==> src/rtl/lsu_mem_if.sv <==
// Load/store unit: RV32I byte/half/word accesses onto a word-only memory port, SB/SH via read-modify-write.
// Optional LSU_MISALIGN_TRAP_EN: flag misaligned or out-of-range accesses with rsp_err instead of wrapping.
module lsu_mem_if #(
    parameter int MEM_WORDS = 2048
) (
    input  logic        clk,
    input  logic        rst_n,
    input  logic        req_valid,
    output logic        req_ready,
    input  logic        req_we,
    input  logic [2:0]  req_funct3,
    input  logic [31:0] req_addr,
    input  logic [31:0] req_wdata,
    output logic        rsp_valid,
    output logic [31:0] rsp_data,
    output logic        rsp_err,
    output logic        mem_wr_en,
    output logic [31:0] mem_addr,
    output logic [31:0] mem_wdata,
    input  logic [31:0] mem_rdata
);
    localparam int IDX_W = $clog2(MEM_WORDS);

    typedef enum logic {IDLE, RMW_WR} state_t;

    state_t      state_reg;
    logic        rsp_valid_reg;
    logic [31:0] rsp_data_reg;
    logic        rsp_err_reg;
    logic [31:0] wbuf_reg;
    logic [31:0] idx_reg;

    logic        is_byte;
    logic        is_half;
    logic        is_word;
    logic        is_unsigned;
    logic        accept;
    logic        req_fault;
    logic        sw_fire;
    logic [31:0] req_idx;
    logic [31:0] merged;
    logic [7:0]  byte_sel;
    logic [15:0] half_sel;
    logic [31:0] load_data;

    // funct3[1] set means word width, which also absorbs the unsupported 011/110/111 encodings
    assign is_byte     = (req_funct3[1:0] == 2'b00);
    assign is_half     = (req_funct3[1:0] == 2'b01);
    assign is_word     = req_funct3[1];
    assign is_unsigned = req_funct3[2];

`ifdef LSU_MISALIGN_TRAP_EN
    assign req_idx   = {2'b00, req_addr[31:2]};
    assign req_fault = (is_half && req_addr[0])
                    || (is_word && (req_addr[1:0] != 2'b00))
                    || (req_idx >= 32'(MEM_WORDS));
`else
    logic unused_addr;
    assign req_idx     = {{(32-IDX_W){1'b0}}, req_addr[IDX_W+1:2]};
    assign req_fault   = 1'b0;
    assign unused_addr = &{1'b0, req_addr[31:IDX_W+2]};
`endif

    assign req_ready = (state_reg == IDLE) && rst_n;
    assign accept    = req_valid && req_ready;
    assign sw_fire   = accept && req_we && is_word && !req_fault;

    assign mem_wr_en = rst_n && ((state_reg == RMW_WR) || sw_fire);
    assign mem_addr  = (state_reg == RMW_WR) ? idx_reg  : req_idx;
    assign mem_wdata = (state_reg == RMW_WR) ? wbuf_reg : req_wdata;

    // Byte lanes for SB/SH merge: SB replicates wdata[7:0], SH places wdata[15:0] in the selected half
    generate
        for (genvar gi = 0; gi < 4; gi++) begin : g_lane
            logic lane_hit;
            assign lane_hit = is_byte ? (req_addr[1:0] == 2'(gi))
                                      : (req_addr[1] == (gi >= 2));
            assign merged[gi*8 +: 8] = lane_hit
                ? (is_byte ? req_wdata[7:0] : req_wdata[(gi%2)*8 +: 8])
                : mem_rdata[gi*8 +: 8];
        end
    endgenerate

    always_comb begin
        byte_sel = mem_rdata[7:0];
        case (req_addr[1:0])
            2'b00: byte_sel = mem_rdata[7:0];
            2'b01: byte_sel = mem_rdata[15:8];
            2'b10: byte_sel = mem_rdata[23:16];
            2'b11: byte_sel = mem_rdata[31:24];
            default: byte_sel = mem_rdata[7:0];
        endcase
        half_sel = req_addr[1] ? mem_rdata[31:16] : mem_rdata[15:0];
        if (is_byte)
            load_data = {{24{~is_unsigned & byte_sel[7]}}, byte_sel};
        else if (is_half)
            load_data = {{16{~is_unsigned & half_sel[15]}}, half_sel};
        else
            load_data = mem_rdata;
    end

    always_ff @(posedge clk or negedge rst_n) begin
        if (!rst_n) begin
            state_reg     <= IDLE;
            rsp_valid_reg <= 1'b0;
            rsp_data_reg  <= 32'h0;
            rsp_err_reg   <= 1'b0;
            wbuf_reg      <= 32'h0;
            idx_reg       <= 32'h0;
        end else begin
            rsp_valid_reg <= 1'b0;
            case (state_reg)
                IDLE: begin
                    if (accept) begin
                        if (req_fault) begin
                            rsp_valid_reg <= 1'b1;
                            rsp_err_reg   <= 1'b1;
                            rsp_data_reg  <= 32'h0;
                        end else if (!req_we) begin
                            rsp_valid_reg <= 1'b1;
                            rsp_err_reg   <= 1'b0;
                            rsp_data_reg  <= load_data;
                        end else if (is_word) begin
                            rsp_valid_reg <= 1'b1;
                            rsp_err_reg   <= 1'b0;
                            rsp_data_reg  <= 32'h0;
                        end else begin
                            wbuf_reg  <= merged;
                            idx_reg   <= req_idx;
                            state_reg <= RMW_WR;
                        end
                    end
                end
                RMW_WR: begin
                    state_reg     <= IDLE;
                    rsp_valid_reg <= 1'b1;
                    rsp_err_reg   <= 1'b0;
                    rsp_data_reg  <= 32'h0;
                end
                default: state_reg <= IDLE;
            endcase
        end
    end

    assign rsp_valid = rsp_valid_reg;
    assign rsp_data  = rsp_data_reg;
    assign rsp_err   = rsp_err_reg;

endmodule
==> config.mk <==
export PLATFORM = sky130hd
export DESIGN_NAME = lsu_mem_if
export DESIGN_NICKNAME = d
export VERILOG_FILES = /design/src/rtl/lsu_mem_if.sv
export SDC_FILE = /design/constraint.sdc
export NUM_CORES = 1
export LEC_CHECK = 0
export ABC_AREA = 1
export CAP_MARGIN = 15
export CELL_PAD_IN_SITES_DETAIL_PLACEMENT = 0
export CELL_PAD_IN_SITES_GLOBAL_PLACEMENT = 1
export CORE_MARGIN = 4
export CORE_UTILIZATION = 30
export DETAILED_ROUTE_END_ITERATION = 16
export GPL_TIMING_DRIVEN = 0
export PLACE_DENSITY_LB_ADDON = 0.1
export SLEW_MARGIN = 25
export SYNTH_ARGS = -nofsm -noshare
export SYNTH_HDL_FRONTEND = slang
export SYNTH_SLANG_ARGS = --single-unit
==> constraint.sdc <==
create_clock -name clk -period 1.9 [get_ports clk]
set_input_delay 0.285 -clock clk [delete_from_list [all_inputs] [get_ports clk]]
set_output_delay 0.285 -clock clk [all_outputs]
set_load 0.1 [all_outputs]
==> run_results.csv <==
group,metric,value,unit
run_status,outcome,"finished clean",
routing,drt-met1-wl,8.57,mm
layout,final_cell_mix,"nand2_1 (301), clkdlybuf4s50_1 (82), dfrtp_1 (77), nand3_1 (55), o21ai_1 (53)",
sta,min_period,1.86,ns
critical_path,path_cells,"dlygate4sd2_1",
critical_path,slowest_delay,0.87,ns
power,clkPwrFrac,26.0,%
sta,hold_viol,0,
placed_design,dp_hpwl,14.7,mm
routing,vias_per_cell,4.67,
critical_path,path_buf_inv,1,
routing,first_iter_violations,286,
layout,fin_cells,1169,
routing,routed_wl,18.8,mm
power,power_frac_comb,43.2,%
layout,fin_nets,1051,
layout,syn_to_final_growth,57.8,%
power,leakage,4.05,nW
placed_design,io_buffers,161,
routing,drtPass1Iterations,5,
die,start_util,30.9,%
synthesis,synth.yosys.seq_area_share,38.8,%
critical_path,start_kind,"flop",
routing,routedWlPerCell,16.1,um
synthesis,post_synth_num_cell_types,25,
clocking,clock_sinks,77,
die,rows,46,
global_routing,grt_overflow,0,
clocking,htree_levels,3,
critical_path,critPathMaxFanout,2,
job,maxCapViolations,0,
critical_path,crit_slowest_cell,"dlygate4sd2_1",
synthesis,yosysWarnings,0,
layout,final_common_cell,"nand2_1",
synthesis,ys_ff_latch,77,
placed_design,place_congestion,0.850,
clocking,cts_buffers,9,
routing,highest_layer,"met4",
synthesis,synth_area_leaders,"dfrtp_1 (39%), nand2_1 (25%), nand3_1 (5.5%)",
routing,remaining_drc_errors,0,
die,coreArea,0.0161,mm^2
routing,vias,5457,
sta,fin_skew,0.00261,ns
sta,min_period_over_period,97.8,%
sta,maxSlewViolCount,0,
global_routing,grt_pass1_wl,29.0,mm
critical_path,cp.arrival,1.57,ns
sta,fmax,538,MHz
power,ir_drop,0.000462,V
synthesis,synth-main-ff-cell,"dfrtp_1",
global_routing,grtUsageTotal,20.1,%
critical_path,worstSetupPathType,"flop to output pin",
critical_path,crit_family,"buffers and inverters",
sta,timing.hold.ws,0.0251,ns
global_routing,grt_pass1_vias,5542,
power,p_per_area,863,mW/mm^2
die,io_pins,203,
clocking,clk-insertion-delay-late,0.34,ns
die,die_y,137,um
layout,drive_gt1_share,20.8,%
power,p_sw,0.00296,W
power,swShare,43.9,%
critical_path,end_kind,"output pin",
die,die_width,137,um
synthesis,synth_edf_count,0,
routing,wl_met2,8.84,mm
sta,maxSlewHeadroom,35.0,%
sta,worst_pin_slew,0.978,ns
routing,antenna_left,0,
clocking,cts_tree,"built",
synthesis,synth_top_area_share,38.8,%
synthesis,netlist_area,0.00496,mm^2
synthesis,netlist_instances,744,
worst_hold_path,hp-class,"input pin to async pin",
clocking,root_buffer,"clkbuf_16",
die,dieArea,0.0187,mm^2
global_routing,antenna_found_initial,0,
sta,rsz0062_at_grt,"yes",
synthesis,synth.largest_area_cell,"dfrtp_1",
global_routing,grt_max_degree,46,
critical_path,r2r_slack,0.11,ns
synthesis,avgSynthCellArea,6.67,um^2
synthesis,ys_async_sr_fraction,100,%
sta,setup_viol,0,
routing,met3_wirelength,1.03,mm
clocking,cts_buffer_depth,2,
power,internal_power,0.00379,W
power,seqPwrFrac,30.8,%
critical_path,worstPathRequired,1.62,ns
placed_design,placed_cells,1143,
clocking,path_clk_slew,0.06,ns
metrics by stage:
| step | utilization (%) | TNS [ns] | area (um^2) | worst slack (ns) | power, W |
|---|---|---|---|---|---|
| global placement | 43.9 | -465.28 | 7060 | -3.74 | 0.00493 |
| detailed placement | 44.1 | -67.13 | 7080 | -1.26 | 0.00495 |
| CTS | 47.8 | -0.0609 | 7680 | -0.0598 | 0.00677 |
| global route | 48.7 | -0.0172 | 7830 | -0.00727 | 0.00706 |
| floorplan | - | -6.27 | 5170 | -0.443 | 0.00418 |
| finish | 48.8 | 0 | 7830 | 0.0417 | 0.00676 |
power by group through the flow:
stage               Sequential, W  Clock [W]  Combinational, W
detailed placement        0.00211          0           0.00284
CTS                       0.00208    0.00180           0.00288
global route              0.00211    0.00186           0.00308
floorplan                 0.00282          0           0.00136
finish                    0.00208    0.00175           0.00292
global placement          0.00211          0           0.00282
cells in the mapped netlist (5+ instances only):
master and n:
o21ai_0 28, nand2_2 5, o21ai_1 43, buf_2 18, clkbuf_1 11, nor2_1 33, a21oi_1 8, inv_1 45
nand3_1 55, nand2_1 328, dfrtp_1 77, nand4_1 7, buf_4 33, o211ai_1 16, inv_2 9, or2_0 8
per-layer routing:
metal / track usage, % / vias up
met3: 3.24 / 28
met4: 7.89 / 0
met1: 26.6 / 2507
met2: 32.8 / 204
li1: - / 2718
met5: 0 / -
worst paths after layout:
check / start / end / cells past startpoint
setup / recovery: rsp_data[23] / rsp_data[23] / 1
hold / removal: rst_n / wbuf_reg[23] / 3
setup reg to reg: state_reg / wbuf_reg[23] / 10
hold reg to reg: rsp_data[22] / rsp_data[22] / 2
max in group asynchronous: rst_n / rsp_data[25] / 4
min in group clk: rsp_data[22] / rsp_data[22] / 2
timing repair:
action                                  4_1_cts  5_1_grt
gates resized for setup                     394       38
hold buffers                                  4        0
pin swaps                                     0        1
endpoints found under the hold margin        32        0
endpoints found under the setup margin       84       59
setup buffers                                 4        3
cells by family (layout without fill, tap and decap cells):
kind of cell | count (synthesis) | count (layout) | share of synthesized area [%]
AO/OA/AOI/OAI | 99 | 99 | 11.5
flip-flops | 77 | 77 | 38.8
other | 1 | 23 | 0.0756
buffers and inverters | 117 | 304 | 12.0
AND/OR/NAND/NOR | 450 | 450 | 37.6
cell type report:
| class | count | area, um^2 |
|---|---|---|
| clock inverters | 4 | 47.5 |
| plain buffers | 62 | 465 |
| inverters | 54 | 203 |
| clock buffers | 11 | 253 |
| flip-flops and latches | 77 | 1930 |
| diodes | 1 | 2.50 |
| well taps | 216 | 270 |
| repair buffers | 173 | 1990 |
| fillers | 1591 | 8230 |
| multi-input cells | 571 | 2680 |
(Power assumes the default switching activity.)
